--- src/rtl/cond_logic_if.sv ---
// Flag/condition interface between the main controller (master) and the
// conditional-execution unit (slave).
interface cond_logic_if #(
    parameter int FLAG_W = 4
);
    logic [3:0]        Cond;
    logic [FLAG_W-1:0] ALUFlags;
    logic [1:0]        FlagW;
    logic              PCS;
    logic              NextPC;
    logic              RegW;
    logic              MemW;
    logic              PCWrite;
    logic              RegWrite;
    logic              MemWrite;
    logic [FLAG_W-1:0] Flags;

    modport master (
        output Cond, ALUFlags, FlagW, PCS, NextPC, RegW, MemW,
        input  PCWrite, RegWrite, MemWrite, Flags
    );

    modport slave (
        input  Cond, ALUFlags, FlagW, PCS, NextPC, RegW, MemW,
        output PCWrite, RegWrite, MemWrite, Flags
    );
endinterface

--- src/rtl/cond_logic.sv ---
// Conditional-execution unit: holds NZCV, evaluates the condition field and
// gates the architectural write enables of the multicycle datapath.
module cond_logic #(
    parameter int FLAG_W = 4
) (
    input logic          clk,
    input logic          reset,
    cond_logic_if.slave  bus
);
    logic [FLAG_W-1:0] flags;
    logic [1:0]        flagwrite;
    logic              condex;
    logic              condexd;
    logic              n, z, c, v;

    assign {n, z, c, v} = flags;

    // Evaluated from the stored flags only, so a concurrent flag write sees old flags.
    always_comb begin
        condex = 1'b1;
        case (bus.Cond)
            4'b0000: condex = z;
            4'b0001: condex = ~z;
            4'b0010: condex = c;
            4'b0011: condex = ~c;
            4'b0100: condex = n;
            4'b0101: condex = ~n;
            4'b0110: condex = v;
            4'b0111: condex = ~v;
            4'b1000: condex = c & ~z;
            4'b1001: condex = ~c | z;
            4'b1010: condex = (n == v);
            4'b1011: condex = (n != v);
            4'b1100: condex = ~z & (n == v);
            4'b1101: condex = z | (n != v);
            4'b1110: condex = 1'b1;
            4'b1111: condex = 1'b1;
            default: condex = 1'b1;
        endcase
    end

    assign flagwrite = bus.FlagW & {2{condex}};

    always_ff @(posedge clk or negedge reset) begin
        if (!reset) begin
            flags   <= '0;
            condexd <= 1'b0;
        end else begin
            if (flagwrite[1]) flags[3:2] <= bus.ALUFlags[3:2];
            if (flagwrite[0]) flags[1:0] <= bus.ALUFlags[1:0];
            condexd <= condex;
        end
    end

    assign bus.RegWrite = bus.RegW & condexd;
    assign bus.MemWrite = bus.MemW & condexd;
    assign bus.PCWrite  = (bus.PCS & condexd) | bus.NextPC;
    assign bus.Flags    = flags;
endmodule

--- src/flat_wrapper.sv ---
// flat-port wrapper written by rule: the top's interface ports become plain ports
module cond_logic_flat 
#(
    parameter int FLAG_W = 4
)
  (clk, reset, bus_Cond, bus_ALUFlags, bus_FlagW, bus_PCS, bus_NextPC, bus_RegW, bus_MemW, bus_PCWrite, bus_RegWrite, bus_MemWrite, bus_Flags);
  cond_logic_if #(.FLAG_W(FLAG_W)) bus_i ();
  input logic clk;
  input logic reset;
  input wire logic [$bits(bus_i.Cond)-1:0] bus_Cond;
  input wire logic [$bits(bus_i.ALUFlags)-1:0] bus_ALUFlags;
  input wire logic [$bits(bus_i.FlagW)-1:0] bus_FlagW;
  input wire logic [$bits(bus_i.PCS)-1:0] bus_PCS;
  input wire logic [$bits(bus_i.NextPC)-1:0] bus_NextPC;
  input wire logic [$bits(bus_i.RegW)-1:0] bus_RegW;
  input wire logic [$bits(bus_i.MemW)-1:0] bus_MemW;
  output wire logic [$bits(bus_i.PCWrite)-1:0] bus_PCWrite;
  output wire logic [$bits(bus_i.RegWrite)-1:0] bus_RegWrite;
  output wire logic [$bits(bus_i.MemWrite)-1:0] bus_MemWrite;
  output wire logic [$bits(bus_i.Flags)-1:0] bus_Flags;
  assign bus_i.Cond = bus_Cond;
  assign bus_i.ALUFlags = bus_ALUFlags;
  assign bus_i.FlagW = bus_FlagW;
  assign bus_i.PCS = bus_PCS;
  assign bus_i.NextPC = bus_NextPC;
  assign bus_i.RegW = bus_RegW;
  assign bus_i.MemW = bus_MemW;
  assign bus_PCWrite = bus_i.PCWrite;
  assign bus_RegWrite = bus_i.RegWrite;
  assign bus_MemWrite = bus_i.MemWrite;
  assign bus_Flags = bus_i.Flags;
  cond_logic #(.FLAG_W(FLAG_W)) u_core (.clk(clk), .reset(reset), .bus(bus_i));
endmodule
--- config.mk ---
export PLATFORM = sky130hd
export DESIGN_NAME = cond_logic_flat
export DESIGN_NICKNAME = d
export VERILOG_FILES = /design/src/rtl/cond_logic_if.sv /design/src/rtl/cond_logic.sv /design/src/flat_wrapper.sv
export SDC_FILE = /design/constraint.sdc
export NUM_CORES = 1
export LEC_CHECK = 0
export CAP_MARGIN = 5
export CORE_AREA = 10 10 47 49
export CTS_CLUSTER_DIAMETER = 200
export DETAILED_ROUTE_END_ITERATION = 16
export DIE_AREA = 0 0 57 59
export GPL_TIMING_DRIVEN = 0
export REMOVE_ABC_BUFFERS = 1
export SYNTH_ARGS = -nofsm -noshare
export SYNTH_HDL_FRONTEND = slang
export SYNTH_SLANG_ARGS = --single-unit
--- constraint.sdc ---
create_clock -name clk -period 3.7 [get_ports clk]
set_input_delay 0.925 -clock clk [delete_from_list [all_inputs] [get_ports clk]]
set_output_delay 0.925 -clock clk [all_outputs]
set_load 0.03 [all_outputs]
==> flow_metrics.py, run 1 <==
metrics = {
    "critical_path": {
        "crit_top_cell": "clkdlybuf4s50_1",
        "reg2reg_depth": 6,
        "cp_data_required_time_ps": 2770,
        "arrival_ps": 2160,
        "worst-path-stages": 3,
        "cp_num_buf_inv": 2,
        "max_stage_delay_ps": 670,
        "reg2reg_to": "u_core.bus.Flags[1]",
        "crit_fanout": 1,
        "r2r_slack_ps": 1750,
        "r2r_start": "u_core.bus.Flags[3]",
        "cp_top_family": "buffers and inverters",
        "crit_path_start_kind": "input pin",
        "critPathCaptureType": "output pin",
        "critical_path_class": "in2out",
        "path_cells": "clkdlybuf4s50_1 > and2_1 > clkdlybuf4s50_1",
        "slowest_stage": "clkdlybuf4s50_1",
    },
    "min_path": {
        "hold_path_depth": 1,
        "min_to": "u_core.bus.Flags[0]",
        "min_from": "u_core.bus.Flags[0]",
        "hp-class": "reg2reg",
    },
    "power": {
        "seqPwrFrac_pct": 27.6,
        "power.density_nw_per_um2": 569,
        "ir_worst_vdd_mv": 0.270,
        "power.internal_uw": 217,
        "swShare_pct": 41.4,
        "clkPwrFrac_pct": 17.2,
        "p_comb_share_pct": 55.2,
        "power.leakage_nw": 0.274,
        "p_switching_uw": 153,
    },
    "global_routing": {
        "grt_pass1_wl_um": 1990,
        "grt_overflow": 0,
        "busiest_layer": "met2",
        "grt_start_max_net_pins": 11,
        "antenna_found_initial": 0,
        "met1_usage_pct": 7.36,
        "grtUsageMet2_pct": 12.1,
        "met3_usage_pct": 3.65,
        "grt_pass1_vias": 458,
        "grt.total_usage_pct": 7.30,
    },
    "place": {
        "place_area_um2": 624,
        "place.gp.congestion": 0.689,
        "place_ws_ps": 599,
        "placement.io_buffers": 22,
    },
    "clock_tree": {
        "clock_latency_ps": 240,
        "cts_tree": "yes",
        "cts_resized": 0,
        "clk_pin_slew_ps": 40,
        "cts_made_buffers": 3,
        "post-cts-setup-buffer-count": 0,
        "cts_sinks": 5,
        "cts_buffer_depth": 2,
        "holdBufCountCts": 0,
        "h-tree-depth": 1,
        "clock-root-buffer": "clkbuf_4",
    },
    "run_status": {
        "status": "completed",
    },
    "detailed_routing": {
        "drt_first_pass_iters": 4,
        "viasPerCell": 5.11,
        "vias": 434,
        "routedWlPerCell_um": 13.9,
        "wl_um": 1180,
        "drcViolationCount": 0,
        "drt_iter0_drc": 8,
        "ant_nets": 0,
    },
    "flow_run": {
        "drv_cap": 0,
    },
    "layout": {
        "areaGrowthSynthToFinish_pct": 67.2,
        "fill_cells": 145,
        "mostFrequentLayoutCell": "clkdlybuf4s50_1",
        "diodes": 0,
        "final_cell_mix": "clkdlybuf4s50_1, dfrtp_1, a21oi_1, nand2b_1, clkbuf_4",
        "drive_gt1_share_pct": 5.80,
        "multiInputGateArea_um2": 251,
        "utilization_pct": 46.4,
        "regArea_um2": 125,
        "nets": 86,
        "finish.instance_area_um2": 651,
    },
    "yosys": {
        "yosys-top-cells-area": "dfrtp_1, mux2_1, nand2b_1",
        "ys_ff_latch": 5,
        "syn-instance-count": 44,
        "ys_types": 27,
        "yosysWarnings": 0,
        "synth_sequential_area_ratio_pct": 32.2,
        "synth_top_area_share_pct": 32.2,
        "avgSynthCellArea_um2": 8.84,
        "yosys.area.top_type": "dfrtp_1",
        "netlist_area_um2": 389,
    },
    "timing": {
        "slew_headroom_pct": 78.8,
        "slew_violations": 0,
        "whs_ps": 571,
        "setup_viol": 0,
        "setup_slack_ps": 618,
        "worst_slew_pin_slew_ps": 317,
        "final.setup.tns_ps": 0,
        "hold_violations": 0,
        "skew_ps": 0.289,
        "post-route-min-period_ps": 3080,
        "rsz0062_at_grt": "no",
        "fin_crit_sh_pct": 83.3,
        "max_freq_mhz": 324,
    },
    "floorplanning": {
        "die_x_um": 57,
        "dieArea_um2": 3360,
        "row_count": 14,
        "core_area_um2": 1400,
        "fp.dieH_um": 59,
        "ios": 23,
        "initial_core_util_pct": 27.8,
    },
}
-- per-layer routing --
metal  part of all wire (%)  vias up
met3                    8.5        3
met1                     37      196
li1                       -      215
met2                     52       20
met4                    2.5        0
met5                      0        -
-- cells by family (layout without fill, tap and decap cells) --
kind of cell	Yosys count	in the layout	share of synthesized area, %
flops	5	5	32.2
compound gates	17	17	30.2
mux	4	4	11.3
xor+xnor	2	2	4.50
buf+inv	3	28	3.21
simple gates	13	13	18.7
-- metrics by stage --
stage                     cells  power (mW)
final                        85       0.370
after global routing         85       0.396
after CTS                    85       0.377
after detailed placement     81       0.311
after global placement       81       0.309
after floorplan              43       0.222
-- sequential cells by signal (all words and copies together), names as in the netlist --
register and cells:
u_core.bus.Flags 4, u_core.condexd 1
-- synth_stat cells --
library cell / instances
a21o_1: 2
o21bai_1: 2
mux2_2: 1
a21oi_1: 3
o22ai_1: 1
o21ai_0: 2
nor2_1: 2
a31oi_1: 1
o211ai_1: 1
a22oi_1: 1
mux2i_1: 1
or4_1: 1
and2_1: 2
o2bb2ai_1: 1
o211a_1: 1
xnor2_1: 1
mux2_1: 2
nand2_1: 2
nand3_1: 2
xor2_1: 1
inv_1: 2
o22a_1: 1
o21a_1: 1
and3b_1: 1
nand2b_1: 3
dfrtp_1: 5
buf_2: 1
-- power groups by stage --
stage	combinational (mW)	sequential, mW	clock (mW)
after floorplan	0.0888	0.133	0
final	0.204	0.102	0.0636
after global placement	0.205	0.104	0
after detailed placement	0.206	0.105	0
after CTS	0.207	0.104	0.0658
after global routing	0.219	0.110	0.0666
-- how the worst max path moves through the flow --
stage                          end        start
6_report              bus_MemWrite     bus_MemW
5_1_grt               bus_MemWrite     bus_MemW
4_1_cts               bus_RegWrite     bus_RegW
3_5_place_dp          bus_RegWrite     bus_RegW
3_3_place_gp          bus_RegWrite     bus_RegW
2_1_floorplan  u_core.bus.Flags[0]  bus_Cond[2]
-- area by class of cell --
| class | count | area share [%] |
|---|---|---|
| clock buffers | 4 | 4.04 |
| flip-flops and latches | 5 | 19.2 |
| repair buffers | 22 | 33.8 |
| multi-input cells | 36 | 38.7 |
| inverters | 2 | 1.15 |
| well taps | 16 | 3.08 |
-- worst reg2reg max path: stages, from the launching register on --
cell and delay, ps:
dfrtp_1 440, xnor2_1 250, a31oi_1 120, o22a_1 200, o22ai_1 280, o211a_1 220
mux2_1 320
Power figures use the tool's default switching activity.
==> run 2, diff against run 1 <==
--- a/config.mk
+++ b/config.mk
@@ -11,6 +11,7 @@
 export DETAILED_ROUTE_END_ITERATION = 16
 export DIE_AREA = 0 0 57 59
 export GPL_TIMING_DRIVEN = 0
+export PLACE_DENSITY = 0.67
 export REMOVE_ABC_BUFFERS = 1
 export SYNTH_ARGS = -nofsm -noshare
 export SYNTH_HDL_FRONTEND = slang
==> constraint.sdc (replaced) <==
create_clock -name clk -period 2.7 [get_ports clk]
set_input_delay 0.675 -clock clk [delete_from_list [all_inputs] [get_ports clk]]
set_output_delay 0.675 -clock clk [all_outputs]
set_load 0.03 [all_outputs]
==> run 2 against run 1 <==
  * Combinational power rose by 36%
  * Cell count did not move
  * Global-route usage fell by 0.54 points
  * Sequential share of layout area did not move
  * Largest cell class unchanged
  * Via count fell by 4.8%
  * Die area did not move
  * Core utilization did not move
  * Count of clock-buffer cells in the layout did not move
  * First-iteration DRC count fell by 63%
==> flow_metrics.py, run 2 (synthesis gave the netlist of run 1 again) <==
metrics = {
    "run_status": {
        "status": "completed",
    },
    "timing": {
        "post-route-min-period_ps": 2580,
        "final.setup.tns_ps": 0,
        "hold_violations": 0,
        "whs_ps": 590,
        "fin_crit_sh_pct": 95.7,
        "worst_slew_pin_slew_ps": 324,
        "setup_viol": 0,
        "slew_headroom_pct": 78.4,
        "slew_violations": 0,
        "rsz0062_at_grt": "no",
        "setup_slack_ps": 115,
        "max_freq_mhz": 387,
        "skew_ps": 0.440,
    },
    "floorplanning": {
        "die_x_um": 57,
        "initial_core_util_pct": 27.8,
        "row_count": 14,
        "dieArea_um2": 3360,
        "core_area_um2": 1400,
        "ios": 23,
        "fp.dieH_um": 59,
    },
    "critical_path": {
        "reg2reg_depth": 6,
        "crit_fanout": 1,
        "arrival_ps": 1910,
        "cp_data_required_time_ps": 2030,
        "crit_path_start_kind": "input pin",
        "critical_path_class": "in2out",
        "slowest_stage": "clkdlybuf4s50_1",
        "critPathCaptureType": "output pin",
        "r2r_slack_ps": 820,
        "reg2reg_to": "u_core.bus.Flags[1]",
        "max_stage_delay_ps": 670,
        "r2r_start": "u_core.bus.Flags[3]",
        "crit_top_cell": "clkdlybuf4s50_1",
        "path_cells": "clkdlybuf4s50_1 > and2_1 > clkdlybuf4s50_1",
    },
    "detailed_routing": {
        "wl_met1_um": 482,
        "maxUsedRoutingLayer": "met3",
        "routedWlPerCell_um": 13.5,
        "viasPerCell": 4.86,
        "wl_met3_um": 113,
        "wl_um": 1150,
        "drt_first_pass_iters": 3,
        "drcViolationCount": 0,
        "vias": 413,
        "ant_nets": 0,
        "route.met2.wl_um": 552,
        "drt_iter0_drc": 3,
    },
    "clock_tree": {
        "clk_pin_slew_ps": 40,
        "cts_tree": "yes",
        "cts_made_buffers": 3,
        "post-cts-setup-buffer-count": 0,
        "cts_resized": 0,
        "holdBufCountCts": 0,
        "cts_buffer_depth": 2,
        "clock_latency_ps": 240,
        "h-tree-depth": 1,
        "cts_sinks": 5,
        "clock-root-buffer": "clkbuf_4",
    },
    "min_path": {
        "hold_path_depth": 1,
        "min_to": "u_core.bus.Flags[0]",
        "hp-class": "reg2reg",
        "min_from": "u_core.bus.Flags[0]",
    },
    "power": {
        "ir_worst_vdd_mv": 0.384,
        "power.leakage_nw": 0.274,
        "totalPowerFinal_uw": 504,
        "power.density_nw_per_um2": 774,
    },
    "layout": {
        "nets": 86,
        "finish.instance_area_um2": 651,
        "diodes": 0,
        "drive_gt1_share_pct": 5.80,
        "mostFrequentLayoutCell": "clkdlybuf4s50_1",
        "areaGrowthSynthToFinish_pct": 67.2,
        "largest_reg_flops": 4,
        "final_cell_mix": "clkdlybuf4s50_1, dfrtp_1, a21oi_1, nand2b_1, clkbuf_4",
        "fill_cells": 154,
    },
    "global_routing": {
        "grt_pass1_vias": 421,
        "antenna_found_initial": 0,
        "grt_pass1_wl_um": 1840,
        "grt.total_usage_pct": 6.76,
        "grt_start_max_net_pins": 11,
        "grt_overflow": 0,
    },
    "flow_run": {
        "drv_cap": 0,
    },
    "place": {
        "place_ws_ps": 25.1,
        "place.gp.congestion": 0.747,
        "place_area_um2": 624,
        "placement.io_buffers": 22,
        "dpl.hpwl_um": 945,
    },
}
-- run 2: cell counts in the layout (fill, tap and decap cells not counted) --
No cell type changed its count.
-- run 2: cell type report --
type	count	area, µm²	share of cell area [%]
multi-input combinational	36	251	38.7
timing repair buffer	22	220	33.8
sequential	5	125	19.2
clock buffer	4	26.3	4.04
tap	16	20.0	3.08
inverter	2	7.51	1.15
-- run 2: metal layers --
| layer | track usage, % | vias to the layer above |
|---|---|---|
| met3 | 3.65 | 0 |
| met5 | 0 | - |
| met4 | 4.03 | 0 |
| met1 | 6.58 | 188 |
| met2 | 11.2 | 11 |
| li1 | - | 214 |
-- run 2: where the power goes --
group	switching, mW	internal, mW
clock network	0.0279	0.0557
registers	0.0377	0.105
logic	0.141	0.137
total	0.206	0.297
-- run 2: worst max path at each step --
| stage | startpoint | endpoint | depth (start not counted) |
|---|---|---|---|
| after floorplan | bus_Cond[2] | u_core.bus.Flags[0] | 6 |
| after global placement | bus_Cond[2] | u_core.bus.Flags[1] | 7 |
| after detailed placement | bus_Cond[2] | u_core.bus.Flags[0] | 7 |
| after CTS | bus_RegW | bus_RegWrite | 3 |
| after global routing | bus_PCS | bus_PCWrite | 3 |
| final | bus_MemW | bus_MemWrite | 3 |
-- run 2: stage by stage --
step	instances	utilization [%]
floorplan	43	-
finish	85	46.4
detailed placement	81	44.6
global route	85	46.4
CTS	85	46.4
global placement	81	44.6
-- run 2: worst max-delay path: cells and delay by family --
kind | cells | cell delay (ps)
buffers and inverters | 2 | 1120
AND/OR/NAND/NOR | 1 | 120
==> run 3, diff against run 2 <==
--- a/config.mk
+++ b/config.mk
@@ -13,6 +13,7 @@
 export GPL_TIMING_DRIVEN = 0
 export PLACE_DENSITY = 0.67
 export REMOVE_ABC_BUFFERS = 1
+export SLEW_MARGIN = 20
 export SYNTH_ARGS = -nofsm -noshare
 export SYNTH_HDL_FRONTEND = slang
 export SYNTH_SLANG_ARGS = --single-unit
==> results of run 3 <==
The final DEF is identical to that of run 2; final timing and power are the same.
